$ cat src/rtl/ssd_scan_arbiter.sv
// Two-client arbiter and scanner for an 8-digit multiplexed seven-segment display.
// The granted client owns a whole 8-slot frame; each slot is a dark gap followed by one lit digit.
module ssd_scan_arbiter #(
  parameter int unsigned TICK_DIV     = 100_000,
  parameter int unsigned BLANK_CYCLES = 1_000
) (
  input  logic        clk,
  input  logic        reset,
  input  logic        req_a,
  input  logic [31:0] data_a,
  input  logic [7:0]  dp_a,
  input  logic        req_b,
  input  logic [31:0] data_b,
  input  logic [7:0]  dp_b,
  output logic        gnt_a,
  output logic        gnt_b,
  output logic        frame_done,
  output logic [7:0]  ssdAnode,
  output logic [6:0]  ssdCathode,
  output logic        ssdDp
);

  localparam int unsigned CW = (TICK_DIV > 2) ? $clog2(TICK_DIV) : 1;
  localparam logic [CW-1:0] SLOT_LAST  = CW'(TICK_DIV - 1);
  localparam logic [CW-1:0] BLANK_LAST = (BLANK_CYCLES > 0) ? CW'(BLANK_CYCLES - 1) : '0;
  localparam logic          HAS_BLANK  = (BLANK_CYCLES > 0);

  localparam logic [1:0] ST_IDLE  = 2'd0;
  localparam logic [1:0] ST_BLANK = 2'd1;
  localparam logic [1:0] ST_DRIVE = 2'd2;

  logic [1:0]    state_q, state_d;
  logic [CW-1:0] cnt_q, cnt_d;
  logic [2:0]    dig_q, dig_d;
  logic [3:0]    nib_q, nib_d;
  logic          pt_q, pt_d;
  logic          gnt_a_d, gnt_b_d, fd_d;
  logic [7:0]    anode_d;
  logic [6:0]    cath_d;
  logic          dpo_d;
  logic          slot_start;
  logic          any_req;

  // Hex glyph lookup, active-low {g..a}
  function automatic logic [6:0] seg_decode(input logic [3:0] n);
    logic [6:0] s;
    case (n)
      4'h0:    s = 7'b1000000;
      4'h1:    s = 7'b1111001;
      4'h2:    s = 7'b0100100;
      4'h3:    s = 7'b0110000;
      4'h4:    s = 7'b0011001;
      4'h5:    s = 7'b0010010;
      4'h6:    s = 7'b0000010;
      4'h7:    s = 7'b1111000;
      4'h8:    s = 7'b0000000;
      4'h9:    s = 7'b0010000;
      4'hA:    s = 7'b0001000;
      4'hB:    s = 7'b0000011;
      4'hC:    s = 7'b1000110;
      4'hD:    s = 7'b0100001;
      4'hE:    s = 7'b0000110;
      default: s = 7'b0001110;
    endcase
    return s;
  endfunction

  assign any_req = req_a | req_b;

  // State register, slot bookkeeping and registered outputs
  always_ff @(posedge clk or negedge reset) begin
    if (!reset) begin
      state_q    <= ST_IDLE;
      cnt_q      <= '0;
      dig_q      <= '0;
      nib_q      <= '0;
      pt_q       <= 1'b0;
      gnt_a      <= 1'b0;
      gnt_b      <= 1'b0;
      frame_done <= 1'b0;
      ssdAnode   <= 8'hFF;
      ssdCathode <= 7'h7F;
      ssdDp      <= 1'b1;
    end else begin
      state_q    <= state_d;
      cnt_q      <= cnt_d;
      dig_q      <= dig_d;
      nib_q      <= nib_d;
      pt_q       <= pt_d;
      gnt_a      <= gnt_a_d;
      gnt_b      <= gnt_b_d;
      frame_done <= fd_d;
      ssdAnode   <= anode_d;
      ssdCathode <= cath_d;
      ssdDp      <= dpo_d;
    end
  end

  // Next-state, arbitration at idle/frame boundary, slot sampling and output decode
  always_comb begin
    state_d    = state_q;
    cnt_d      = cnt_q;
    dig_d      = dig_q;
    nib_d      = nib_q;
    pt_d       = pt_q;
    gnt_a_d    = gnt_a;
    gnt_b_d    = gnt_b;
    fd_d       = 1'b0;
    slot_start = 1'b0;

    unique case (state_q)
      ST_IDLE: begin
        dig_d = 3'd0;
        if (any_req) begin
          gnt_b_d    = req_b;
          gnt_a_d    = ~req_b;
          slot_start = 1'b1;
        end else begin
          gnt_a_d = 1'b0;
          gnt_b_d = 1'b0;
        end
      end
      ST_BLANK, ST_DRIVE: begin
        if (cnt_q != SLOT_LAST) begin
          cnt_d = cnt_q + CW'(1);
          if (state_q == ST_BLANK && cnt_q == BLANK_LAST) state_d = ST_DRIVE;
        end else if (dig_q != 3'd7) begin
          dig_d      = dig_q + 3'd1;
          slot_start = 1'b1;
        end else begin
          fd_d  = 1'b1;
          dig_d = 3'd0;
          if (any_req) begin
            gnt_b_d    = req_b;
            gnt_a_d    = ~req_b;
            slot_start = 1'b1;
          end else begin
            gnt_a_d = 1'b0;
            gnt_b_d = 1'b0;
            state_d = ST_IDLE;
            cnt_d   = '0;
          end
        end
      end
      default: begin
        state_d = ST_IDLE;
        gnt_a_d = 1'b0;
        gnt_b_d = 1'b0;
        cnt_d   = '0;
        dig_d   = 3'd0;
      end
    endcase

    // Capture the owner's nibble and dp once, at the edge that opens the slot
    if (slot_start) begin
      cnt_d   = '0;
      state_d = HAS_BLANK ? ST_BLANK : ST_DRIVE;
      nib_d   = gnt_b_d ? data_b[{dig_d, 2'b00} +: 4] : data_a[{dig_d, 2'b00} +: 4];
      pt_d    = gnt_b_d ? dp_b[dig_d] : dp_a[dig_d];
    end

    anode_d = (state_d == ST_DRIVE) ? ~(8'b1 << dig_d) : 8'hFF;
    cath_d  = (state_d == ST_DRIVE) ? seg_decode(nib_d) : 7'h7F;
    dpo_d   = (state_d == ST_DRIVE) ? ~pt_d : 1'b1;
  end

endmodule

$ cat config.mk
export PLATFORM = sky130hd
export DESIGN_NAME = ssd_scan_arbiter
export DESIGN_NICKNAME = d
export VERILOG_FILES = /design/src/rtl/ssd_scan_arbiter.sv
export SDC_FILE = /design/constraint.sdc
export NUM_CORES = 1
export LEC_CHECK = 0
export CORE_MARGIN = 10
export CORE_UTILIZATION = 51
export CTS_CLUSTER_DIAMETER = 120
export CTS_CLUSTER_SIZE = 25
export DETAILED_ROUTE_END_ITERATION = 10
export GPL_TIMING_DRIVEN = 0
export PLACE_DENSITY_LB_ADDON = 0.1
export SLEW_MARGIN = 20
export SYNTH_ARGS = -nofsm -noshare
export SYNTH_HDL_FRONTEND = slang
export SYNTH_SLANG_ARGS = --single-unit
$ cat constraint.sdc
create_clock -name clk -period 10.9 [get_ports clk]
set_input_delay 2.18 -clock clk [delete_from_list [all_inputs] [get_ports clk]]
set_output_delay 2.18 -clock clk [all_outputs]
set_load 0.02 [all_outputs]
After elaboration in Yosys (flattened, before gate mapping)
Memory sizes are Yosys's and may differ from the RTL's.
Cells that the tools add are included.
{"block": "word_totals", "elab_cells": 78, "input_bits": 84, "ff_bits": 46, "out_inout_bits": 19, "romBits": 112, "mem_count": 1}
{"block": "classes", "magnitude_cmp": 1, "shift": 3, "n_reduce_logical": 5, "eq_ne": 11, "mux": 40, "add_sub_neg": 2, "bitwise_logic": 4}
{"memory": "(name not given)", "words": 16, "word_bits": 7, "read_ports": 1, "rd_ports_with_merged_regs": 0, "write_ports": 0, "line": "47", "text": "case (n)"}
{"op": "2-to-1 mux 17 bit", "count": 4}
{"op": "indexed part select 32 x 6 -> 4 bit", "count": 2}
{"op": "case mux 17 bit (2 select lines)", "count": 1}
{"op": "adder 17 x 1 -> 17 bit, second input constant", "count": 1}
{"op": "== test 17 x 10 -> 1 bit, second input constant", "count": 1}
{"op": "2-to-1 mux 1 bit", "count": 17}
{"op": "inequality test 17 bit, second input constant", "count": 1}
{"op": "2-to-1 mux 2 bit", "count": 5}
{"op": "2-to-1 mux 3 bit", "count": 3}
{"op": "2-to-1 mux 4 bit", "count": 2}
{"op": "2-to-1 mux 8 bit", "count": 1}
{"op": "inequality test 4 bit, second input constant", "count": 2}
{"op": "inverter 8 bit", "count": 1}
{"op": "left shift 1 x 3 -> 8 bit, first input constant", "count": 1}
{"op": "2-to-1 mux 7 bit", "count": 1}
{"op": "binary-select mux 1 bit (select 3 bit)", "count": 2}
{"op": "inequality test 2 bit, second input constant", "count": 3}
{"op": "case mux 1 bit (2 select lines)", "count": 3}
{"op": "== test 2 bit, second input constant", "count": 2}
{"op": "less-than comparator 3 x 4 -> 1 bit, second input constant", "count": 1}
{"op": "case mux 2 bit (2 select lines)", "count": 1}
{"op": "adder 3 x 1 -> 3 bit, second input constant", "count": 1}
{"op": "inequality test 3 bit, second input constant", "count": 1}
{"op": "AND reduction 3 bit", "count": 1}
{"op": "other kinds (7)", "count": 8}

Depth between registers and ports, before layout
Gate-level depths: netlist of run 1.
{"block": "depth", "word_depth": 10, "depth_mapped": 19, "depth_no_buf": 17}

Worst setup path after synthesis of run 1
No wires, ideal clock.
{"block": "synth_timing", "path_kind": "input -> register", "start": "in req_b", "end": "reg ssdCathode[4]", "setup_slack_ns": 6.632, "arrival_time_ns": 4.189, "path_buffers": 1, "cell_stages": 12, "setup_time_ns": 0.079, "t_required_ns": 10.821, "cell_sequence": "mux2i_1 > o22ai_1 > and3_1 > nor2_1 > inv_1 > a221o_1 > a211oi_1 > a211oi_2 > buf_4 > inv_2 > mux2_2 > o21ai_0"}
{"block": "synth_between", "elab_chain_cells": 9, "word_cells_on_any_way": 19, "classes_between": "eq/ne (1); mux (16); bitwise (1); memory (1)"}
{"element": "start, declared", "line": "12", "text": "input logic req_b,"}
{"element": "bitwise OR 1 bit", "line": "68", "text": "assign any_req = req_a | req_b;"}
{"element": "2-to-1 mux 1 bit (*)", "line": "114, 133"}
{"element": "2-to-1 mux 1 bit", "line": "127", "text": "end else if (dig_q != 3'd7) begin"}
{"element": "2-to-1 mux 1 bit", "line": "124", "text": "if (cnt_q != SLOT_LAST) begin"}
{"element": "case mux 1 bit (2 select lines) (*)", "line": "111", "text": "unique case (state_q)"}
{"element": "named net gnt_b_d", "line": "37", "text": "logic gnt_a_d, gnt_b_d, fd_d;"}
{"element": "2-to-1 mux 4 bit (*)", "line": "158", "text": "nib_d = gnt_b_d ? data_b[{dig_d, 2'b00} +: 4] : data_a[{dig_d, 2'b00} +: 4];"}
{"element": "2-to-1 mux 4 bit (*)", "line": "155", "text": "if (slot_start) begin"}
{"element": "named net nib_d[2]", "line": "35", "text": "logic [3:0] nib_q, nib_d;"}
{"element": "memory (16 x 7 bit) (*)"}
{"element": "2-to-1 mux 7 bit (*)", "line": "163", "text": "cath_d = (state_d == ST_DRIVE) ? seg_decode(nib_d) : 7'h7F;"}
{"element": "named net cath_d[4]", "line": "39", "text": "logic [6:0] cath_d;"}
{"element": "end signal, assigned", "line": "94", "text": "ssdCathode <= cath_d;"}
{"element": "end, declared", "line": "19", "text": "output logic [6:0] ssdCathode,"}
The timed path passes the listed nets; every way through them passes the cells marked *.
A chain may end at the register's enable or synchronous reset.

Worst setup path after layout of run 1
{"block": "layout_timing", "start": "in req_b", "end": "reg ssdCathode[3]"}
Same word-level chain as after synthesis.

==> impl_metrics.csv, run 1 <==
group,metric,value,unit
timing,finalSetupViolCount,0,
synthesis,yosysWarnings,0,
place,placed_cell_area,4410,sq um
finish,design_area,4490,sq um
clock_network,path_clk_slew,80,ps
finish,multi_input_area,1970,sq um
clock_network,clockRootBuffer,"clkbuf_8",
pwr,power_density,71.3,nW/um^2
timing,max_freq,0.197,GHz
setup_path,crit_fanout,7,
clock_network,cts_tree,"done",
detailed_routing,wl_per_cell,19.1,um
clock_network,ctsResizeCount,0,
detailed_routing,drc,0,
synthesis,synth_top_flop_cell,"dfrtp_1",
setup_path,cp-start-kind,"input port",
timing,hold_ws,501,ps
finish,ff_latch_area,1170,sq um
die,ios,103,
synthesis,avgSynthCellArea,8.70,sq um
setup_path,cp.arrival,5290,ps
timing,post-route-period-util,46.5,%
finish,nNetsFinal,583,
pwr,vdd_drop_max,0.0590,mV
clock_network,cts_made_buffers,5,
timing,slew_violations,0,
run,cap_violations,0,
die,rows,29,
clock_network,ctsHoldBuffers,0,
die,die_area,10000,sq um
timing,rsz0062_at_grt,"no",
die,dieHeight,100,um
global_route,grtUsageTotal,21.0,%
finish,diodes,0,
timing,tightest_slew,883,ps
timing,setup_tns,0,ps
detailed_routing,vias_per_cell,6.03,
clock_network,h-tree-depth,2,
timing,final.setup_skew,8.37,ps
synthesis,synth_cells,376,
clock_network,cts_max_path_buffers,2,
place,dp_slack,5610,ps
timing,finalWorstSetupSlack,5840,ps
die,core,6280,sq um
synthesis,synth_edf_count,0,
pwr,power.leakage,1.79,nW
setup_path,cp.required,11130,ps
worst_hold_path,holdCritPathClass,"register to register",
synthesis,synth.distinct_cells,64,
detailed_routing,wl,10800,um
clock_network,clock_latency,300,ps
global_route,grt_max_degree,25,
die,die_w,100,um
timing,hold_viol_final,0,
synthesis,ys_seq_area_share,35.8,%
global_route,antenna_found_initial,0,
detailed_routing,ant_nets,0,
detailed_routing,dr.pass1.iters,5,
finish,syn_to_final_growth,37.4,%
finish,drive_above_1_share,10.9,%
setup_path,critPathKind,"input port to register",
place,gp_congestion,0.882,
place,hpwl,8680,um
die,start_util,52.1,%
global_route,overflow,0,
clock_network,cts_sinks,46,
finish,final_cell_mix,"clkdlybuf4s50_1, nand2_1, o21ai_0, nor2_1, dfrtp_1",
synthesis,ys_seq_elements,46,
status,status,"finished, final reports clean",
synthesis,synth_top_area_share,23.0,%
setup_path,cp-end-kind,"register",
clock_network,cts_setup_buffers,0,
detailed_routing,vias,3399,
detailed_routing,drt_iter0_markers,221,
finish,mostFrequentLayoutCell,"clkdlybuf4s50_1",
synthesis,syn_nets,473,
synthesis,synth_area_leader_cell,"dfrtp_1",
synthesis,synth_area_leaders,"dfrtp_1, dfstp_2, o21ai_0",
timing,slew-limit-headroom,40.6,%
place,port_buffers,102,
synthesis,async_flop_share,100,%
finish,fillers,505,
global_route,grt_pass1_vias,3267,
pwr,p_total,0.320,mW
synthesis,syn-cell-area,3270,sq um
global_route,grt_pass1_wl,17200,um
timing,fin_crit,5060,ps
[cell usage after synthesis, types with 8 or more instances]
cell type / instances
inv_1: 9
ha_1: 13
nand3_1: 11
a221o_1: 9
nand2_1: 52
and3_1: 13
nor2_1: 31
dfstp_2: 16
dfrtp_1: 30
mux2i_1: 15
a221oi_1: 10
nand4_1: 8
a21oi_1: 14
o21ai_0: 45
[stage by stage]
step / std cells / util [%]
CTS: 564 / 71.6
global placement: 555 / 69.9
global route: 564 / 71.6
detailed placement: 556 / 70.2
floorplan: 376 / -
finish: 564 / 71.6
[final timing paths]
path,start,to,slack [ps],cells past startpoint
min reg2reg,pt_q,pt_q,500,1
max in group asynchronous,reset,ssdCathode[4],8440,2
min,pt_q,pt_q,500,1
max reg2reg,cnt_q[0],ssdCathode[3],6760,15
min in group asynchronous,reset,cnt_q[13],1860,1
max,req_b,ssdCathode[3],5840,15
[critical path, cell delays in order]
cell and delay [ps]:
clkdlybuf4s50_1 490, mux2i_1 170, o22ai_1 110, and3_1 210, nor2_1 310, inv_1 150, nand2_1 210, a221oi_1 110
a221oi_2 510, inv_1 170, ha_1 280, inv_1 100, mux2i_1 70, nor3_1 130, a21oi_1 60
[where the power goes]
group          leakage (nW)  internal, mW  total (mW)  switching, mW
logic                  1.20        0.0317      0.0448         0.0132
registers             0.551         0.171       0.172       0.000196
clock network        0.0385        0.0455       0.104         0.0586
total                  1.79         0.249       0.320         0.0720
[logic make-up after synthesis]
logic type / share of synthesized area (%)
XOR/XNOR: 0.268
AND/OR/NAND/NOR: 23.1
AO/OA/AOI/OAI: 24.6
multiplexers: 7.46
flip-flops: 35.8
buffers and inverters: 3.79
adder cells (fa/ha/maj): 4.98
[cell type report]
cell class / count / share of cell area (%)
Buffer: 14 / 1.62
Clock buffer: 7 / 1.70
Clock inverter: 1 / 0.167
Inverter: 13 / 1.14
Multi-Input combinational cell: 303 / 43.9
Sequential cell: 46 / 26.1
Tap cell: 77 / 2.14
Timing Repair Buffer: 103 / 23.2
[per-layer routing]
layer / global-route usage, % / vias to the layer above / part of all wire [%]
li1: - / 1630 / -
met1: 26.7 / 1620 / 41
met2: 35.0 / 134 / 50
met3: 5.08 / 15 / 7.0
met4: 4.78 / 0 / 1.7
met5: 0 / - / 0
[state kept, by name, summed over array words and instances, names as in the netlist]
register	cells
frame_done	1
gnt_b	1
state_q	2
nib_q	4
dig_q	3
cnt_q	17
pt_q	1
gnt_a	1
ssdAnode	8
ssdCathode	7
ssdDp	1
No activity file was read; power rests on OpenSTA's default activity.
==> inputs of run 2 (changes only) <==
Settings changed: CORE_UTILIZATION 51 to 43.
Clock period 10.9 ns to 4.1 ns, I/O delays scaled along.
==> impl_metrics.csv, run 2 (synthesis gave the netlist of run 1 again) <==
group,metric,value,unit
global_route,grtUsageTotal,18.4,%
clock_network,clockRootBuffer,"clkbuf_8",
detailed_routing,drc,0,
clock_network,h-tree-depth,2,
clock_network,cts_sinks,46,
setup_path,reg2reg_depth,17,
global_route,grt_max_degree,30,
place,hpwl,8850,um
clock_network,ctsHoldBuffers,0,
clock_network,path_clk_slew,90,ps
run,cap_violations,0,
setup_path,cp_top_family,"compound AO/OA/AOI/OAI gates",
timing,finalSetupViolCount,0,
global_route,grt_pass1_vias,3273,
finish,design_area,4620,sq um
die,start_util,44.6,%
detailed_routing,dr.pass1.iters,6,
setup_path,r2r_end,"ssdCathode[2]",
place,port_buffers,102,
detailed_routing,wl_per_cell,18.7,um
timing,finalWorstSetupSlack,191,ps
finish,fillers,642,
finish,final_cell_mix,"clkdlybuf4s50_1, nand2_1, o21ai_0, dfrtp_1, nor2_1",
timing,slew_violations,0,
setup_path,rrSetupSlack,190,ps
clock_network,cts_max_path_buffers,2,
finish,drive_above_1_share,14.6,%
timing,fin_crit,3910,ps
setup_path,cp.arrival,4140,ps
timing,tightest_slew,566,ps
pwr,power.leakage,1.84,nW
setup_path,cp.buffers_inverters,5,
finish,diodes,0,
timing,hold_ws,447,ps
setup_path,crit_fanout,10,
place,dp.cells,578,
timing,final.setup_skew,8.45,ps
finish,top_register,"cnt_q",
place,dp_slack,-154,ps
clock_network,cts_made_buffers,5,
finish,largest_reg_flops,17,
setup_path,critPathKind,"register to register",
worst_hold_path,holdCritPathClass,"input port to async pin",
timing,post-route-period-util,95.3,%
pwr,vdd_drop_max,0.103,mV
pwr,power_density,185,nW/um^2
finish,nNetsFinal,590,
finish,syn_to_final_growth,41.3,%
die,die_w,107,um
timing,hold_viol_final,0,
detailed_routing,drt_iter0_markers,213,
setup_path,cp.required,4330,ps
detailed_routing,vias_per_cell,5.66,
setup_path,cp-start-kind,"register",
global_route,grt_pass1_wl,17000,um
die,dieHeight,107,um
status,status,"finished, final reports clean",
finish,finalNonFillerCells,593,
setup_path,crit_chain,"ha_1, ha_1, clkbuf_1, nor3_1, nand4_1, and2_1, buf_2, inv_2, a21oi_1, a32o_1, a221oi_1, a221oi_2, buf_4, buf_4, ha_1, nor3b_1, a211o_1",
detailed_routing,wl,11100,um
detailed_routing,ant_nets,0,
die,rows,31,
detailed_routing,vias,3356,
setup_path,cp_common_cell,"ha_1",
clock_network,clock_latency,300,ps
timing,max_freq,0.256,GHz
die,core,7330,sq um
setup_path,cpMaxStageDelayCell,"dfrtp_1",
global_route,antenna_found_initial,0,
setup_path,reg2reg_from,"dig_q[0]",
timing,slew-limit-headroom,62.0,%
place,placed_cell_area,4430,sq um
finish,fin_util,63.0,%
place,gp_congestion,0.866,
timing,setup_tns,0,ps
clock_network,cts_tree,"done",
finish,mostFrequentLayoutCell,"clkdlybuf4s50_1",
setup_path,cp-end-kind,"register",
die,die_area,11500,sq um
setup_path,critPathMaxStageDelay,460,ps
global_route,overflow,0,
die,ios,103,
pwr,p_total,0.855,mW
finish,reg_top3,"cnt_q: 17 flops, ssdAnode: 8 flops, ssdCathode: 7 flops",
==> run 2: cell count changes in the layout (fill, tap and decap cells not counted), sizes merged <==
cell      delta
buf          +7
clkbuf       -2
clkinv       +2
clkinvlp     -1
inv          +1
==> run 2: worst max path at each step <==
stage	from	endpoint	slack, ps	cells past startpoint
after global routing	state_q[1]	ssdCathode[2]	-30	18
after floorplan	cnt_q[11]	ssdCathode[2]	580	12
final	dig_q[0]	ssdCathode[2]	190	17
after detailed placement	cnt_q[0]	ssdCathode[2]	-150	14
after global placement	cnt_q[0]	ssdCathode[4]	-70	14
after CTS	cnt_q[0]	ssdCathode[3]	40	15
==> run 2: routing by layer <==
| layer | part of all wire (%) | up-vias | track usage [%] |
|---|---|---|---|
| met1 | 42 | 1602 | 23.9 |
| met2 | 50 | 96 | 30.5 |
| met4 | 1.6 | 0 | 4.45 |
| met5 | 0 | - | 0 |
| li1 | - | 1645 | - |
| met3 | 6.2 | 13 | 3.71 |
==> run 2: report_power, final <==
group          switching [mW]  internal (mW)
sequential           0.000596          0.456
clock                   0.158          0.120
combinational          0.0353         0.0850
==> run 2: timing repair <==
action,in CTS,in global routing
gates cloned,0,0
setup buffers,2,5
gates resized for setup,0,14
setup endpoints to repair,7,7
pin swaps,1,1
==> run 2: cell type report <==
type | instances | area [sq um] | share of cell area, %
tap | 99 | 124 | 2.68
inverter | 13 | 51.3 | 1.11
sequential | 46 | 1170 | 25.4
multi-input combinational | 303 | 2020 | 43.7
buffer | 14 | 78.8 | 1.71
clock inverter | 3 | 18.8 | 0.406
timing repair buffer | 110 | 1090 | 23.6
clock buffer | 5 | 68.8 | 1.49
==> run 2: worst register-to-register path: stages, from the launching register on <==
cell and delay (ps):
dfrtp_1 460, ha_1 240, ha_1 190, clkbuf_1 240
nor3_1 240, nand4_1 150, and2_1 210, buf_2 200
inv_2 200, a21oi_1 60, a32o_1 230, a221oi_1 400
a221oi_2 110, buf_4 180, buf_4 140, ha_1 200
nor3b_1 140, a211o_1 280
==> inputs of run 3 (changes only) <==
Settings changed: CAP_MARGIN set to 20.
==> results of run 3 <==
Final layout, timing and power as in run 2 (identical DEF).
